$ cat config.mk
export PLATFORM = sky130hd
export DESIGN_NAME = play_sequencer
export DESIGN_NICKNAME = d
export VERILOG_FILES = /design/src/rtl/play_sequencer.sv
export SDC_FILE = /design/constraint.sdc
export NUM_CORES = 1
export LEC_CHECK = 0
export ABC_AREA = 1
export BUFFER_PORTS_ARGS = -buffer_cell sky130_fd_sc_hd__buf_4
export CELL_PAD_IN_SITES_DETAIL_PLACEMENT = 1
export CELL_PAD_IN_SITES_GLOBAL_PLACEMENT = 2
export CORE_ASPECT_RATIO = 0.8
export CORE_MARGIN = 10
export CORE_UTILIZATION = 34
export CTS_CLUSTER_SIZE = 14
export DETAILED_ROUTE_END_ITERATION = 8
export PLACE_DENSITY_LB_ADDON = 0.25
export SYNTH_ARGS = -nofsm -noshare
export SYNTH_HDL_FRONTEND = slang
export SYNTH_SLANG_ARGS = --single-unit
$ cat constraint.sdc
create_clock -name clk -period 4.75 [get_ports clk]
set_input_delay 0.7125 -clock clk [delete_from_list [all_inputs] [get_ports clk]]
set_output_delay 0.7125 -clock clk [all_outputs]
set_load 0.02 [all_outputs]
$ cat src/rtl/play_sequencer.sv
// play_sequencer: walks a step index through an external track ROM and drives note/gate/step timing.
// Latency: all outputs registered; step period = unit cycles + FETCH cycles (minimum 1 FETCH cycle).
// Backpressure: rom_req held until rom_valid; build macro PLAY_SEQUENCER_LOOP_EN loops the song instead of ending in DONE.
module play_sequencer #(
  parameter int unsigned UNIT_CYCLES_0  = 5000000,
  parameter int unsigned DELAY_CYCLES_0 = 52083,
  parameter int unsigned UNIT_CYCLES_1  = 7812500,
  parameter int unsigned DELAY_CYCLES_1 = 65104,
  parameter int unsigned SONG_LEN       = 1540,
  parameter int unsigned ADDR_W         = 11
) (
  input  logic              clk,
  input  logic              rst,
  input  logic [1:0]        track_choose,
  input  logic              cmd_start,
  input  logic              cmd_pause,
  input  logic              cmd_stop,
  output logic              rom_req,
  output logic [ADDR_W-1:0] rom_addr,
  input  logic              rom_valid,
  input  logic [7:0]        rom_data,
  output logic [7:0]        note_out,
  output logic              gate,
  output logic              step_pulse,
  output logic [ADDR_W-1:0] cur_step,
  output logic [1:0]        track_sel,
  output logic              busy,
  output logic              done
);

  typedef enum logic [2:0] {S_IDLE, S_FETCH, S_GAP, S_HOLD, S_PAUSED, S_DONE} state_t;

  localparam logic [31:0]       UNIT0_M1  = 32'(UNIT_CYCLES_0 - 1);
  localparam logic [31:0]       DELAY0_M1 = 32'(DELAY_CYCLES_0 - 1);
  localparam logic [31:0]       UNIT1_M1  = 32'(UNIT_CYCLES_1 - 1);
  localparam logic [31:0]       DELAY1_M1 = 32'(DELAY_CYCLES_1 - 1);
  localparam logic [ADDR_W-1:0] SONG_END  = ADDR_W'(SONG_LEN);

  state_t            state_q, state_d;
  state_t            resume_q, resume_d;
  logic [31:0]       cnt_q, cnt_d;
  logic [31:0]       unit_m1_q, unit_m1_d;
  logic [31:0]       delay_m1_q, delay_m1_d;
  logic [ADDR_W-1:0] step_q, step_d, step_inc;
  logic [7:0]        byte_q, byte_d;
  logic [1:0]        track_q, track_d;
  logic              gate_q, gate_d;
  logic [7:0]        note_q, note_d;
  logic              sp_q, sp_d;
  logic              done_q, done_d;
  logic              req_q, req_d;
  logic              busy_q, busy_d;

  // Register all state and every output together so outputs line up with the state they describe.
  always_ff @(posedge clk) begin
    if (rst) begin
      state_q    <= S_IDLE;
      resume_q   <= S_GAP;
      cnt_q      <= '0;
      unit_m1_q  <= '0;
      delay_m1_q <= '0;
      step_q     <= '0;
      byte_q     <= '0;
      track_q    <= '0;
      gate_q     <= 1'b0;
      note_q     <= '0;
      sp_q       <= 1'b0;
      done_q     <= 1'b0;
      req_q      <= 1'b0;
      busy_q     <= 1'b0;
    end else begin
      state_q    <= state_d;
      resume_q   <= resume_d;
      cnt_q      <= cnt_d;
      unit_m1_q  <= unit_m1_d;
      delay_m1_q <= delay_m1_d;
      step_q     <= step_d;
      byte_q     <= byte_d;
      track_q    <= track_d;
      gate_q     <= gate_d;
      note_q     <= note_d;
      sp_q       <= sp_d;
      done_q     <= done_d;
      req_q      <= req_d;
      busy_q     <= busy_d;
    end
  end

  // Next state and next output values; stop beats pause, pause beats start and the step counter.
  always_comb begin
    state_d    = state_q;
    resume_d   = resume_q;
    cnt_d      = cnt_q;
    unit_m1_d  = unit_m1_q;
    delay_m1_d = delay_m1_q;
    step_d     = step_q;
    byte_d     = byte_q;
    track_d    = track_q;
    sp_d       = 1'b0;
    done_d     = 1'b0;
    step_inc   = step_q + 1'b1;

    if (cmd_stop) begin
      state_d = S_IDLE;
      step_d  = '0;
    end else begin
      case (state_q)
        S_IDLE, S_DONE: begin
          if (cmd_start) begin
            track_d    = track_choose;
            unit_m1_d  = (track_choose == 2'd0) ? UNIT0_M1 : UNIT1_M1;
            delay_m1_d = (track_choose == 2'd0) ? DELAY0_M1 : DELAY1_M1;
            step_d     = '0;
            state_d    = S_FETCH;
          end
        end
        S_FETCH: begin
          // Pause is not honoured here; the byte must land first.
          if (rom_valid) begin
            byte_d  = rom_data;
            cnt_d   = '0;
            sp_d    = 1'b1;
            state_d = S_GAP;
          end
        end
        S_GAP: begin
          if (cmd_pause) begin
            resume_d = S_GAP;
            state_d  = S_PAUSED;
          end else begin
            cnt_d = cnt_q + 32'd1;
            if (cnt_q == delay_m1_q) state_d = S_HOLD;
          end
        end
        S_HOLD: begin
          if (cmd_pause) begin
            resume_d = S_HOLD;
            state_d  = S_PAUSED;
          end else if (cnt_q == unit_m1_q) begin
            step_d = step_inc;
            if (step_inc == SONG_END) begin
              done_d = 1'b1;
`ifdef PLAY_SEQUENCER_LOOP_EN
              step_d  = '0;
              state_d = S_FETCH;
`else
              state_d = S_DONE;
`endif
            end else begin
              state_d = S_FETCH;
            end
          end else begin
            cnt_d = cnt_q + 32'd1;
          end
        end
        S_PAUSED: begin
          if (!cmd_pause && cmd_start) state_d = resume_q;
        end
        default: state_d = S_IDLE;
      endcase
    end

    // Gate and note follow the state being entered; FETCH keeps the previous note sounding.
    gate_d = gate_q;
    note_d = note_q;
    case (state_d)
      S_FETCH: begin
        gate_d = gate_q;
        note_d = note_q;
      end
      S_GAP: begin
        gate_d = byte_d[7] && (byte_d[6:0] != 7'd0);
        note_d = {1'b0, byte_d[6:0]};
      end
      S_HOLD: begin
        gate_d = (byte_d[6:0] != 7'd0);
        note_d = {1'b0, byte_d[6:0]};
      end
      S_PAUSED: begin
        gate_d = 1'b0;
        note_d = {1'b0, byte_d[6:0]};
      end
      default: begin
        gate_d = 1'b0;
        note_d = '0;
      end
    endcase

    req_d  = (state_d == S_FETCH);
    busy_d = (state_d == S_FETCH) || (state_d == S_GAP) ||
             (state_d == S_HOLD)  || (state_d == S_PAUSED);
  end

  assign rom_req    = req_q;
  assign rom_addr   = step_q;
  assign cur_step   = step_q;
  assign note_out   = note_q;
  assign gate       = gate_q;
  assign step_pulse = sp_q;
  assign track_sel  = track_q;
  assign busy       = busy_q;
  assign done       = done_q;

endmodule

==> summary.txt <==
Clock network
  • CTS tree: built
  • Maximum clock path buffer count: 2
  • Resized cells post-CTS: 0
  • Cts bufs inserted: 9
  • Clk Latency, worst-skew pair: 0.34 ns
  • Worst-path clk slew: 0.06 ns
  • Postcts setup bufs: 0
  • Clk sink count: 72
  • Cts hold-fix bufs: 0
  • CTS Root Cell: clkbuf_16
  • H-tree levels: 3

Drt
  • Drt total wl: 14.2 mm
  • Via count: 4481
  • Iteration-0 DRC Markers: 233
  • # DRC: 0
  • Vias per inst: 4.93
  • ANT nets after route: 0
  • WL/cell: 15.6 um
  • First drt pass iteration count: 4

Place
  • Port bufs: 51
  • DP HPWL: 11.2 mm
  • Pre-CTS WS: 2.03 ns
  • Dpl cells: 893
  • Placed instance area: 0.00487 mm^2
  • RD Place Congestion: 0.853

Hold path
  • Hold path depth: 2
  • Hold crit path type: reg -> reg
  • HP Start: note_out[1]

Status
  • Outcome: finished clean

Cells and area
  • Most common cell after layout, fill and taps aside: nand2_1
  • Diodes inserted: 0
  • Post-route cell area: 0.00516 mm^2
  • P&R area growth vs syn: 15.7%
  • Finished Layout Cells: 909
  • Most frequent cells in the layout: 197 x nand2_1, 98 x nor2_1, 74 x inv_1
  • Final nets: 747
  • Share of post-route cells with drive strength above 1: 14.6%

STA
  • Slew headroom: 58.4%
  • Slew @ Worst Pin: 0.623 ns
  • Skew final: 0.00790 ns
  • Final hold vios: 0
  • Tcrit/Tclk final: 53.2%
  • Fin crit period: 2.53 ns
  • RSZ-0062 raised after global routing: false
  • Fmax: 0.396 GHz
  • Final setup fails: 0
  • Setup ws final: 2.22 ns
  • Max Slew Vio Count: 0
  • Setup tns final: 0 ns

Power and ir drop
  • Power density cells: 278 mW/mm^2
  • P_leak: 2.20 nW
  • Peak supply drop: 0.171 mV

Worst setup path
  • CP Max Fanout: 28
  • FF-to-FF Start: state_q[2]
  • Kind of critical path: reg -> reg
  • CP Data Required Time: 5.03 ns
  • CP Data Arrival Time: 2.81 ns
  • R2R cell count: 10
  • CP endpoint kind: register
  • CP Launch Point: state_q[2]
  • Startpoint Class: register

Logic synthesis
  • Register bit total from synthesis: 72
  • Mapped Area: 0.00446 mm^2
  • Synth top area cells: dfxtp_1 32%, nand2_1 17%, nor2_1 8.2%
  • Seq/Total Area, Yosys: 32.3%
  • EDFF count, synth: 0
  • Ys Warns: 0
  • Syn Nets: 712
  • Syn Area/Cell: 6.43 um^2
  • Post-Synthesis Cells: 694
  • Async SR Flop Fraction: 0%
  • Dominant cell type by area after synthesis: dfxtp_1
  • Prevailing post-synth register cell: dfxtp_1
  • Post-synth top area share: 32.3%
  • Synth cell types: 51

Global routing
  • Initial antenna violation count: 0
  • GRT overflow: 0
  • GRT Total Usage: 16.0%
  • First-pass GRT wire length: 23.4 mm
  • Vias in the first global route: 4532
  • Largest net degree at the start of global routing: 37

Floorplan
  • Initial core utilization: 34.7%
  • Core box area: 0.0129 mm^2
  • Height of the chip: 122 um
  • Num rows: 37
  • DIE AREA: 0.0181 mm^2
  • IO Count: 53
  • Die Wd: 148 um

Flow run
  • Max-Cap Viols: 0
[through the flow]
step | hold WS (ns) | power (mW) | util (%)
finish | 0.454 | 1.43 | 40.1
global route | 0.473 | 1.50 | 40.1
CTS | 0.456 | 1.46 | 40.1
detailed placement | 0.445 | 0.772 | 37.9
global placement | 0.440 | 0.768 | 37.9
floorplan | 0.461 | 0.732 | -
[state kept, by name, summed over array words and instances, names as in the netlist]
| signal | flops |
|---|---|
| state_q | 3 |
| cnt_q | 32 |
| rom_req | 1 |
| step_pulse | 1 |
| cur_step | 11 |
| done | 1 |
| track_sel | 2 |
| note_out | 7 |
| resume_q | 1 |
| gate | 1 |
| busy | 1 |
| delay_m1_q | 3 |
| byte_q | 8 |
[worst max-delay path, cell delays in order, from the launching register on]
cell     delay [ns]
dfxtp_1        0.48
nor2_4         0.16
inv_2          0.24
nor2_1         0.09
nor2_1         0.19
nand2_4        0.23
inv_2          0.44
nand2_1        0.19
nor3_1         0.23
nand2_1        0.07
a21oi_1        0.12
[metal layers]
layer / wire length [um] / GRT usage (%)
met1: 7110 / 21.7
met2: 6220 / 24.9
met3: 755 / 3.90
met4: 130 / 4.14
met5: 0 / 0
[final timing paths]
kind                            slack [ns]           to
worst max-delay path                  2.22     cnt_q[8]
worst min-delay path                  0.45  note_out[1]
worst max register to register        2.22     cnt_q[8]
worst min register to register        0.45  note_out[1]
[power by group]
part           leakage (nW)  internal [mW]  total (mW)  switching, mW
sequential            0.582          0.613       0.622        0.00900
clock                 0.143          0.407       0.677          0.270
combinational          1.48         0.0440       0.135         0.0907
total                  2.20           1.06        1.43          0.370
[synthesized netlist by cell type (2+ instances only)]
master    count
nor3b_1       2
nor2_4        4
nand3_2       3
nor2_1       98
nor2_2        4
nand2_1     197
dfxtp_1      72
o21ai_0      22
nor3_2        4
mux2i_1       2
ha_1          2
buf_6         2
buf_2         3
o21a_1        2
o21ai_1       5
inv_1        74
nand4_1      18
nor3_1       21
inv_2         7
nand2_4       2
a21oi_2       2
a21o_1        2
nand3_1      35
xnor2_1       6
nand3b_1      4
xor2_1       10
a211oi_1      4
clkbuf_1      5
a211oi_2      2
or2_2         2
buf_4        15
a21oi_1      35
nand2_2       6
nor4_1        5
[kinds of logic (layout without fill, tap and decap cells)]
family | count (synthesis) | in the layout | share of synthesized area (%)
fa+ha+maj | 2 | 2 | 0.560
flops | 72 | 72 | 32.3
simple gates | 411 | 411 | 41.6
mux | 2 | 2 | 0.448
other cells | 1 | 1 | 0.0840
buf+inv | 109 | 149 | 11.3
compound gates | 81 | 81 | 10.5
xor+xnor | 16 | 16 | 3.14
[layout make-up]
type	instances	area, um^2
clock inverters	5	57.6
clock buffers	11	233
multi-input cells	513	2520
fillers	1708	7710
well taps	175	219
repair buffers	51	383
flip-flops and latches	72	1440
inverters	82	313
(Power assumes the default switching activity.)
